[config.mk]
export PLATFORM = sky130hd
export DESIGN_NAME = mic_decimator
export DESIGN_NICKNAME = d
export VERILOG_FILES = /design/src/rtl/mic_decimator.sv
export SDC_FILE = /design/constraint.sdc
export NUM_CORES = 1
export LEC_CHECK = 0
export BUFFER_PORTS_ARGS = -buffer_cell sky130_fd_sc_hd__buf_2
export CAP_MARGIN = 20
export CORE_AREA = 2 2 92 94
export CTS_CLUSTER_DIAMETER = 200
export CTS_CLUSTER_SIZE = 12
export DETAILED_ROUTE_END_ITERATION = 8
export DIE_AREA = 0 0 94 96
export PLACE_DENSITY_LB_ADDON = 0.1
export SLEW_MARGIN = 25
export SYNTH_ARGS = -nofsm -noshare
export SYNTH_HDL_FRONTEND = slang
export SYNTH_SLANG_ARGS = --single-unit
[constraint.sdc]
create_clock -name clk_in -period 5 [get_ports clk_in]
set_input_delay 1 -clock clk_in [delete_from_list [all_inputs] [get_ports clk_in]]
set_output_delay 1 -clock clk_in [all_outputs]
set_load 0.01 [all_outputs]
[src/rtl/mic_decimator.sv]
// Block-average decimator for a signed I2S microphone stream: sums D = 2^LOG2_DECIM samples
// and emits sum/D through a one-entry valid/ready output register. Define MIC_DECIM_ROUND_EN for round-half-up.
module mic_decimator #(
  parameter int SAMPLE_W   = 24,
  parameter int LOG2_DECIM = 2
) (
  input  logic                clk_in,
  input  logic                rst_n_in,
  input  logic [SAMPLE_W-1:0] sample_in,
  input  logic                sample_valid_in,
  input  logic                sync_in,
  output logic [SAMPLE_W-1:0] out_data,
  output logic                out_valid,
  input  logic                out_ready_in,
  output logic                overflow_out,
  output logic                overflow_sticky_out
);
  localparam int ACC_W = SAMPLE_W + LOG2_DECIM + 1;

  logic signed [ACC_W-1:0] acc, acc_nxt, sample_ext, sum, rsum, shifted;
  logic [LOG2_DECIM-1:0]   cnt, cnt_nxt;
  logic [SAMPLE_W-1:0]     result;
  logic                    done, load, drop, unused_bits;

  assign sample_ext = {{(LOG2_DECIM+1){sample_in[SAMPLE_W-1]}}, sample_in};
  assign sum        = acc + sample_ext;

`ifdef MIC_DECIM_ROUND_EN
  localparam logic signed [ACC_W-1:0] RND = ACC_W'(1) << (LOG2_DECIM-1);
  assign rsum = sum + RND;
`else
  assign rsum = sum;
`endif

  // The extra guard bit keeps full-scale positive input plus rounding from wrapping.
  assign shifted     = rsum >>> LOG2_DECIM;
  assign result      = shifted[SAMPLE_W-1:0];
  assign unused_bits = ^shifted[ACC_W-1:SAMPLE_W];

  always_comb begin
    acc_nxt = acc;
    cnt_nxt = cnt;
    done    = 1'b0;
    if (sample_valid_in) begin
      if (sync_in) begin
        acc_nxt = sample_ext;
        cnt_nxt = LOG2_DECIM'(1);
      end else if (cnt == '1) begin
        done    = 1'b1;
        acc_nxt = '0;
        cnt_nxt = '0;
      end else begin
        acc_nxt = sum;
        cnt_nxt = cnt + LOG2_DECIM'(1);
      end
    end else if (sync_in) begin
      acc_nxt = '0;
      cnt_nxt = '0;
    end
  end

  // A completed result may replace the held one only if it is being consumed this cycle.
  assign load = done && (!out_valid || out_ready_in);
  assign drop = done && out_valid && !out_ready_in;

  always_ff @(posedge clk_in or negedge rst_n_in) begin
    if (!rst_n_in) begin
      acc <= '0;
      cnt <= '0;
    end else begin
      acc <= acc_nxt;
      cnt <= cnt_nxt;
    end
  end

  always_ff @(posedge clk_in or negedge rst_n_in) begin
    if (!rst_n_in) begin
      out_data            <= '0;
      out_valid           <= 1'b0;
      overflow_out        <= 1'b0;
      overflow_sticky_out <= 1'b0;
    end else begin
      if (load) begin
        out_data  <= result;
        out_valid <= 1'b1;
      end else if (out_valid && out_ready_in) begin
        out_valid <= 1'b0;
      end
      overflow_out        <= drop;
      overflow_sticky_out <= overflow_sticky_out | drop;
    end
  end
endmodule

* Yosys cells after proc, flatten, opt, wreduce, memory -nomap -nowiden
Index checks and enable logic that the tools add are counted.
** Storage, ports and cells
- Register bits :: 56
- Bits in latches :: 0
- Bits in writable memories :: 0
- ROM bits :: 0
- Output and inout bits :: 27
- Logic and storage cells :: 32
- Memories kept :: 0
** Cells by class
- $add $sub $neg :: 2
- $mul :: 0
- Divide/modulo/power cells :: 0
- Order comparisons :: 0
- Equality and inequality tests :: 1
- Shifts and indexed selects :: 0
- Multiplexer cells :: 13
- Bitwise operators :: 1
- Reductions and logical operators :: 9
** Operators with widths (number)
- $mux W27 :: 4
- $add A27 B24 Y27 :: 1
- $mux W2 :: 4
- $mux W1 :: 5
- $logic_and A1 B1 Y1 :: 4
- $reduce_bool A2 Y1 :: 2
- $add A2 B1 Y2 const B :: 1
- $eq A2 B2 Y1 const B :: 1
- $logic_not A1 Y1 :: 2
- $logic_or A1 B1 Y1 :: 1
- $or A1 B1 Y1 :: 1

* Logic depth before layout (Yosys ltp)
Gate-level depths: netlist of run 1.
- Word-level depth :: 7
- Mapped depth :: 9
- Mapped depth without buffers :: 9

* Least setup slack after synthesis of run 1
OpenSTA, ideal clock, no wires.
- Path kind :: input to register
- From :: in sample_in[0]
- To :: reg acc[24]
- Arrival :: 3.087 ns
- Setup slack :: 1.787 ns
- Cell stages on the path :: 9
- Buffers on the path :: 0
- Path through :: ha_1 fa_1 a21o_1 a221o_1 a21oi_4 o21ai_2 a311oi_2 xnor2_1 a221o_1
** Between the ends
- Word-level cells in the longest chain between the ends :: 4
** Ends and longest elaborated chain
- from (decl) :: line 9 : input logic [SAMPLE_W-1:0] sample_in,
- $add A27 B24 Y27 :: line 26 : assign sum = acc + sample_ext;
- $mux W27 :: line 48 : end else if (cnt == '1) begin
- $mux W27 :: line 45 : if (sync_in) begin
- $mux W27 :: line 44 : if (sample_valid_in) begin
- to (signal assigned) :: line 71 : acc <= acc_nxt;
- to (decl) :: line 20 : logic signed [ACC_W-1:0] acc, acc_nxt, sample_ext, sum, rsum, shifted;
Every way passes these cells.
A chain may end at the register's enable or synchronous reset.

* Worst setup path in the final report of run 1
Same ends and word-level chain as after synthesis.

==> results_dict.tcl, run 1 <==
set metrics [dict create \
    synth_xor_area_frac 0.0575 \
    ant_nets 0 \
    wl_mm 8.96 \
    min_path_cells 1 \
    grtUsageMet2 0.384 \
    synth_fa_ha_area_frac 0.0986 \
    yosys-top-cells-area "dfrtp_1 39%, ha_1 9.3%, o21ai_0 5.1%" \
    start_util 0.435 \
    required_ps 5210 \
    worstPathArrival_ps 3360 \
    path_max_fanout 5 \
    dpl-instance-area_um2 3900 \
    post_cts_buffers 0 \
    cp_slowest_cell "fa_1" \
    yosysTopAreaCellShare 0.393 \
    grt_use_met1 0.258 \
    die-area_um2 9020 \
    fmax_mhz 317 \
    cts_tree "yes" \
    drc_errors 0 \
    rsz0062_at_grt "no" \
    cts_hold_buf 0 \
    dpl.hpwl_mm 6.80 \
    ir_drop_mv 0.154 \
    gp_congestion 0.925 \
    drtIter0Drc 100 \
    relSlewSlack 0.500 \
    die_w_um 94 \
    outcome "finished clean" \
    vias 2967 \
    hp-class "reg2reg" \
    cts_resized 0 \
    tightest_slew_ps 748 \
    power_density_nw_per_um2 418 \
    tns_ps 0 \
    leakagePower_nw 2.01 \
    grt_pass1_wl_mm 14.8 \
    start_kind "input pin" \
    syn_avg_cell_area_um2 9.49 \
    grt_busiest_layer "met2" \
    clk_pin_slew_worst_paths_ps 110 \
    synth_top_family_by_area "compound AO/OA/AOI/OAI gates" \
    cap_violations 0 \
    grtUsageMet3 0.0266 \
    cts.sinks 55 \
    grt_overflow 0 \
    root_buffer "clkbuf_8" \
    crit_path_frequent_cell "a221o_1" \
    r2r_cells 9 \
    path_cells "buf_2 > ha_1 > fa_1 > a21o_1 > a221o_1 > a21oi_4 > o21ai_2 > a311oi_2 > xnor2_1 > a221o_1" \
    ioPinCount 56 \
    cts-buffers-inserted 5 \
    htreeDepth 2 \
    first_global_vias 3013 \
    die-height_um 96 \
    setup_viol 0 \
    drtPass1Iterations 4 \
    cp-end-kind "flop" \
    fin_crit_ps 3150 \
    layout.nets 481 \
    num-fill-cells 787 \
    synthCells 369 \
    slew_violations 0 \
    ys.flop_type "dfrtp_1" \
    critical_path.top_delay_family "compound AO/OA/AOI/OAI gates" \
    grt_max_degree 56 \
    yosysWarnings 0 \
    fin_util 0.497 \
    cpPeakStageDelay_ps 410 \
    core_um2 8050 \
    numPortBuffers 55 \
    row_count 33 \
    synthToLayoutAreaGrowth_pct 14.1 \
    finClkSkew_ps 12.5 \
    drive_gt1_frac 0.200 \
    synthSimpleGateAreaFrac 0.123 \
    insertion_delay_ps 310 \
    cts_buffer_depth 2 \
    synth_edf_count 0 \
    avgRoutedWirePerCell_um 16.9 \
    diodes 0 \
    ys_async_sr_fraction 1.00 \
    synth_largest_area_cell "dfrtp_1" \
    ys_ff_latch 55 \
    fin_crit_sh 0.630 \
    synthMuxAreaShare 0.0350 \
    finalHoldViolations 0 \
    path_class "in2reg" \
    ys_seq_area_frac 0.393 \
    fin_area_um2 4000 \
    synth_compound_area_frac 0.268 \
    synth_fp_nets 425 \
    ys_types 52 \
    cp_num_cells 10 \
    netlist_area_um2 3500 \
    crit_buf_inv 1 \
    grt_antenna_before_repair 0 \
    vias_per_cell 5.59 \
    grt.total_usage 0.209 \
]
-- worst paths after layout --
| path | start | endpoint | slack (ps) |
|---|---|---|---|
| worst max-delay path | sample_in[0] | acc[24]$_DFFE_PN0P_ | 1850 |
| worst min-delay path | overflow_sticky_out$_DFF_PN0_ | overflow_sticky_out$_DFF_PN0_ | 480 |
| worst max register to register | acc[0]$_DFFE_PN0P_ | acc[24]$_DFFE_PN0P_ | 2250 |
| worst min register to register | overflow_sticky_out$_DFF_PN0_ | overflow_sticky_out$_DFF_PN0_ | 480 |
| max in group asynchronous | rst_n_in | acc[23]$_DFFE_PN0P_ | 3720 |
| min in group asynchronous | rst_n_in | out_data[0]$_DFFE_PN0P_ | 820 |
-- power breakdown --
| part | switching (mW) | internal, mW | total [mW] |
|---|---|---|---|
| Clock | 0.153 | 0.114 | 0.266 |
| Sequential | 0.0644 | 0.571 | 0.635 |
| Combinational | 0.441 | 0.328 | 0.769 |
-- synthesized netlist by cell type (all sizes together) (4+ instances only) --
library cell / number
dfrtp: 55
nand4: 5
xnor2: 14
inv: 8
ha: 26
mux2: 10
o2bb2ai: 4
a22oi: 6
nor2: 22
a211oi: 4
and3: 4
nand2: 36
nor3: 6
xor2: 9
nand3: 4
clkbuf: 10
a21o: 20
a21oi: 29
a22o: 14
o21ai: 41
-- metrics by stage --
step	power, mW	hold slack, ps	setup WS [ps]	std cells
after floorplan	1.17	476	1790	369
after global placement	1.41	458	1530	523
after detailed placement	1.42	453	1480	523
after CTS	1.69	487	1840	531
after global routing	1.81	502	1730	531
final	1.67	482	1850	531
-- placed cells by master (no fill, tap or decap), types with 3 or more instances in the layout --
master / netlist / routed
nor2_1: 22 / 22
a211oi_1: 4 / 4
buf_2: 0 / 55
a22o_1: 14 / 14
xnor2_1: 14 / 14
nand2_1: 36 / 36
ha_1: 26 / 26
o2bb2ai_1: 4 / 4
o21ai_1: 3 / 3
nand3_1: 4 / 4
nand2b_1: 3 / 3
dfrtp_1: 55 / 55
a22oi_1: 6 / 6
a21oi_1: 28 / 28
a31oi_1: 3 / 3
o21ai_0: 36 / 36
and3_1: 4 / 4
nor3_1: 6 / 6
nand4_1: 5 / 5
clkbuf_8: 0 / 6
mux2_2: 9 / 9
inv_1: 8 / 8
a221o_1: 3 / 3
buf_4: 0 / 5
xor2_1: 9 / 9
a21o_1: 20 / 20
-- state kept, by name, summed over array words and instances, names as in the netlist --
signal and count:
acc 26, out_data 24, overflow_out 1, overflow_sticky_out 1, out_valid 1, cnt 2
-- worst register-to-register path: cells and delay by family, from the launching register on --
kind / cells / cell delay [ps]
flip-flops: 1 / 400
adder cells (fa/ha/maj): 2 / 620
AO/OA/AOI/OAI: 6 / 1520
XOR/XNOR: 1 / 110
-- cells by family after synthesis --
logic type / count (synthesis)
simple gates: 93
mux: 11
compound gates: 139
xor+xnor: 23
flops: 55
fa+ha+maj: 27
buf+inv: 21
-- layer usage --
metal | vias to the layer above | routed length, um
met5 | - | 0
met4 | 0 | 161
li1 | 1475 | -
met3 | 12 | 232
met2 | 56 | 4600
met1 | 1424 | 3960
-- area by class of cell --
type,count,area [um^2],share of cell area
Multi-Input combinational cell,293,2040,0.510
Clock inverter,2,16.3,0.00407
Inverter,10,37.5,0.00939
Sequential cell,55,1380,0.344
Clock buffer,6,82.6,0.0207
Timing Repair Buffer,60,313,0.0782
Tap cell,105,131,0.0329
Note: power is estimated with default switching activity, not from simulation.
==> run 2: changes to the inputs <==
clock period = 3.15 ns   (was 5 ns; I/O delays follow)
==> run 2 against run 1 <==
Net effect:
- critical path depth unchanged
- power up 62%
- clock skew up 4.5 ps
- wire length up 2.4%
- final cell count up 2.1%
- worst hold slack worse by 190 ps
- register-to-register slack worse by 1900 ps
- first-iteration DRC count up 32%
==> results_dict.tcl, run 2 (synthesis results as in run 1) <==
set metrics [dict create \
    ir_drop_mv 0.283 \
    drive_gt1_frac 0.220 \
    grt_max_degree 42 \
    final_common_cell "dfrtp_1" \
    grtUsageMet2 0.380 \
    grt_busiest_layer "met2" \
    first_global_vias 2978 \
    hp-class "in2async" \
    ant_nets 0 \
    cap_violations 0 \
    grt_overflow 0 \
    stdcell_count 542 \
    start_util 0.435 \
    grt.total_usage 0.214 \
    dpl-instance-area_um2 3980 \
    power_density_nw_per_um2 662 \
    row_count 33 \
    vias 3028 \
    die-area_um2 9020 \
    drtPass1Iterations 4 \
    grt_pass1_wl_mm 15.0 \
    top_regs "acc x26, out_data x24, cnt x2" \
    relSlewSlack 0.377 \
    path_class "in2reg" \
    cts_buffer_depth 2 \
    clk_pin_slew_worst_paths_ps 120 \
    layout.nets 492 \
    cts-buffers-inserted 5 \
    slew_violations 0 \
    path_max_fanout 4 \
    largest_reg_flops 26 \
    gp_congestion 0.927 \
    worstPathArrival_ps 3010 \
    cts_tree "yes" \
    fin_area_um2 4080 \
    final_cell_mix "55 x dfrtp_1, 54 x buf_2, 36 x nand2_1, 36 x o21ai_0, 28 x a21oi_1" \
    tightest_slew_ps 932 \
    rsz0062_at_grt "no" \
    r2r_cells 9 \
    avgRoutedWirePerCell_um 16.9 \
    dp_cells 534 \
    htreeDepth 2 \
    die-height_um 96 \
    grt_antenna_before_repair 0 \
    setup_viol 0 \
    cts_resized 0 \
    core_um2 8050 \
    tns_ps 0 \
    ioPinCount 56 \
    fin_crit_ps 2790 \
    drc_errors 0 \
    synthToLayoutAreaGrowth_pct 16.5 \
    fin_crit_sh 0.885 \
    finClkSkew_ps 17.0 \
    outcome "finished clean" \
    leakagePower_nw 2.07 \
    vias_per_cell 5.59 \
    cp-end-kind "flop" \
    grtUsageMet3 0.0298 \
    finalHoldViolations 0 \
    start_kind "input pin" \
    numPortBuffers 55 \
    drtIter0Drc 132 \
    dpl.hpwl_mm 7.00 \
    diodes 0 \
    insertion_delay_ps 320 \
    wl_mm 9.17 \
    fmax_mhz 359 \
    post_cts_buffers 0 \
    top_register "acc" \
    grt_use_met1 0.274 \
    required_ps 3370 \
    pre_cts_ws_ps -3.00 \
    cts_hold_buf 0 \
    die_w_um 94 \
    cts.sinks 55 \
    setup_ws_ps 363 \
    root_buffer "clkbuf_8" \
]
run 2: cell count changes in the layout (fill, tap and decap cells not counted), sizes merged:
cell,delta
buf,+11
run 2: path summary, 6_finish.rpt:
check,to,slack (ps),from
setup / recovery,acc[24]$_DFFE_PN0P_,360,sample_in[0]
hold / removal,out_data[2]$_DFFE_PN0P_,290,rst_n_in
setup reg to reg,acc[24]$_DFFE_PN0P_,380,acc[0]$_DFFE_PN0P_
hold reg to reg,out_data[10]$_DFFE_PN0P_,480,out_data[10]$_DFFE_PN0P_
max in group asynchronous,out_data[23]$_DFFE_PN0P_,2310,rst_n_in
min in group clk_in,out_data[10]$_DFFE_PN0P_,480,out_data[10]$_DFFE_PN0P_
run 2: metrics by stage:
stage / hold WS [ps] / power (mW) / util
floorplan: 334 / 1.86 / -
global placement: 456 / 2.27 / 0.494
detailed placement: 464 / 2.29 / 0.494
CTS: 488 / 2.73 / 0.507
global route: 316 / 2.93 / 0.507
finish: 288 / 2.70 / 0.507
run 2: layout make-up:
type,count,area (um^2)
Multi-Input combinational cell,293,2040
Clock inverter,2,16.3
Inverter,10,37.5
Sequential cell,55,1380
Fill cell,794,3970
Clock buffer,6,82.6
Tap cell,105,131
Timing Repair Buffer,71,398
run 2: metal layers:
metal	share of wire	routed length (um)	up-vias
li1	-	-	1502
met1	0.45	4160	1460
met2	0.49	4520	56
met3	0.037	338	10
met4	0.016	146	0
met5	0	0	-
run 2: where the power goes:
| part | switching, mW | leakage [nW] | internal [mW] | total, mW |
|---|---|---|---|---|
| Clock | 0.254 | 0.0474 | 0.180 | 0.434 |
| Combinational | 0.710 | 1.31 | 0.548 | 1.26 |
| Sequential | 0.102 | 0.707 | 0.906 | 1.01 |
| Total | 1.07 | 2.07 | 1.63 | 2.70 |
run 2: critical path, cell delays in order:
cell and delay (ps):
buf_2 110, ha_1 220, fa_1 420, a21o_1 210
a221o_1 370, a21oi_4 240, o21ai_2 120, a311oi_2 250
xnor2_1 120, a221o_1 320
==> run 3: changes to the inputs <==
clock period = 2.3 ns   (was 3.15 ns; I/O delays follow)
==> run 3 against run 2 <==
Net effect:
- the flow now finishes with violations (negative setup slack)
- first-iteration DRC count down 21%
- via count is 10% higher
- clock power rose by 40%
- sequential share of layout area fell by 6.3 points
- critical endpoint is now out_data[22]$_DFFE_PN0P_
- largest power group unchanged
- highest routed layer unchanged
==> results_dict.tcl, run 3 (synthesis results as in run 1) <==
set metrics [dict create \
    cap_violations 0 \
    start_util 0.435 \
    synthToLayoutAreaGrowth_pct 43.4 \
    drc_errors 0 \
    stdcell_count 616 \
    required_ps 2500 \
    dp_cells 600 \
    fmax_mhz 389 \
    ir_drop_mv 0.479 \
    path_max_fanout 3 \
    cts_buffer_depth 2 \
    largest_reg_flops 26 \
    die-height_um 96 \
    slew_violations 0 \
    grt_overflow 0 \
    relSlewSlack 0.759 \
    htreeDepth 2 \
    ioPinCount 56 \
    diodes 0 \
    grt_pass1_wl_mm 16.7 \
    core_um2 8050 \
    wl_mm 10.1 \
    cp_slowest_cell "dfrtp_1" \
    drive_gt1_frac 0.415 \
    finClkSkew_ps 11.9 \
    drtIter0Drc 104 \
    leakagePower_nw 2.51 \
    hp-class "in2async" \
    final_common_cell "buf_4" \
    final_cell_mix "86 x buf_4, 55 x dfrtp_1, 55 x buf_2" \
    drtPass1Iterations 4 \
    cts-buffers-inserted 5 \
    rsz0062_at_grt "yes" \
    endpoint "out_data[22]$_DFFE_PN0P_" \
    outcome "finished with violations" \
    violations "negative setup slack" \
    first_global_vias 3376 \
    top_regs "acc x26, out_data x24, cnt x2" \
    whs_ps 45.1 \
    gp_congestion 0.899 \
    path_cells "ha_4 > fa_2 > a21o_1 > a221o_1 > a21oi_4 > o21ai_2 > a311oi_2 > xnor2_1 > mux2_1" \
    vias_per_cell 5.42 \
    r2r_setup_slack_ps -270 \
    grt_antenna_before_repair 0 \
    power_mw 4.41 \
    pre_cts_ws_ps -509 \
    cts_tree "yes" \
    r2r_cells 9 \
    grt_max_degree 24 \
    grtUsageMet2 0.385 \
    start_kind "flop" \
    root_buffer "clkbuf_8" \
    tns_ps -2510 \
    power_density_nw_per_um2 879 \
    layout.nets 566 \
    fin_util 0.624 \
    cp-end-kind "flop" \
    row_count 33 \
    fin_crit_sh 1.12 \
    cts.sinks 55 \
    finalHoldViolations 0 \
    grtUsageMet3 0.0345 \
    die_w_um 94 \
    vias 3337 \
    timing.rr.end "out_data[22]$_DFFE_PN0P_" \
    crit_start "acc[0]$_DFFE_PN0P_" \
    grt.total_usage 0.237 \
    fin_area_um2 5020 \
    numPortBuffers 55 \
    avgRoutedWirePerCell_um 16.4 \
    tightest_slew_ps 362 \
    path_class "reg2reg" \
    clk_pin_slew_worst_paths_ps 100 \
    grt_use_met1 0.342 \
    fin_crit_ps 2570 \
    setup_viol 19 \
    num-fill-cells 709 \
    r2r_start "acc[0]$_DFFE_PN0P_" \
    top_register "acc" \
    dpl-instance-area_um2 4540 \
    dpl.hpwl_mm 7.32 \
    insertion_delay_ps 320 \
    ant_nets 0 \
    grt_busiest_layer "met2" \
    cpPeakStageDelay_ps 420 \
    worstPathArrival_ps 2770 \
    die-area_um2 9020 \
    setup_ws_ps -268 \
]
## run 3: metal layers
metal	vias to the layer above	part of all wire	wire [um]
li1	1645	-	-
met1	1618	0.51	5120
met2	66	0.44	4460
met3	8	0.043	436
met4	0	0.0075	76
met5	-	0	0
## run 3: area by class of cell
class,count,area (um^2),share of cell area
inverters,10,37.5,0.00747
repair buffers,145,983,0.196
flip-flops and latches,55,1380,0.274
multi-input cells,293,2390,0.477
clock buffers,8,100,0.0199
well taps,105,131,0.0262
## run 3: where the power goes
part	internal, mW	switching [mW]	leakage (nW)	total (mW)
clock	0.276	0.330	0.0515	0.606
sequential	1.24	0.153	0.707	1.39
combinational	1.22	1.20	1.75	2.41
## run 3: worst min-delay path by stage
stage	cells after the start	from	end	slack, ps
4_1_cts	1	rst_n_in	acc[13]$_DFFE_PN0P_	60
5_1_grt	1	rst_n_in	acc[13]$_DFFE_PN0P_	60
6_report	1	rst_n_in	acc[13]$_DFFE_PN0P_	50
3_3_place_gp	1	rst_n_in	acc[0]$_DFFE_PN0P_	390
2_1_floorplan	0	rst_n_in	acc[0]$_DFFE_PN0P_	160
3_5_place_dp	1	rst_n_in	acc[0]$_DFFE_PN0P_	390
## run 3: timing repair
action	CTS	global route
resized for setup	46	22
cloned	0	0
pin swaps	24	11
setup endpoints to repair	30	37
setup buffers	7	3
hold buffers	0	0
## run 3: critical path, delay by kind of cell (launching register included)
family                   cells  cell delay, ps
AO/OA/AOI/OAI                5            1110
adder cells (fa/ha/maj)      2             520
flip-flops                   1             420
multiplexers                 1             280
XOR/XNOR                     1             120
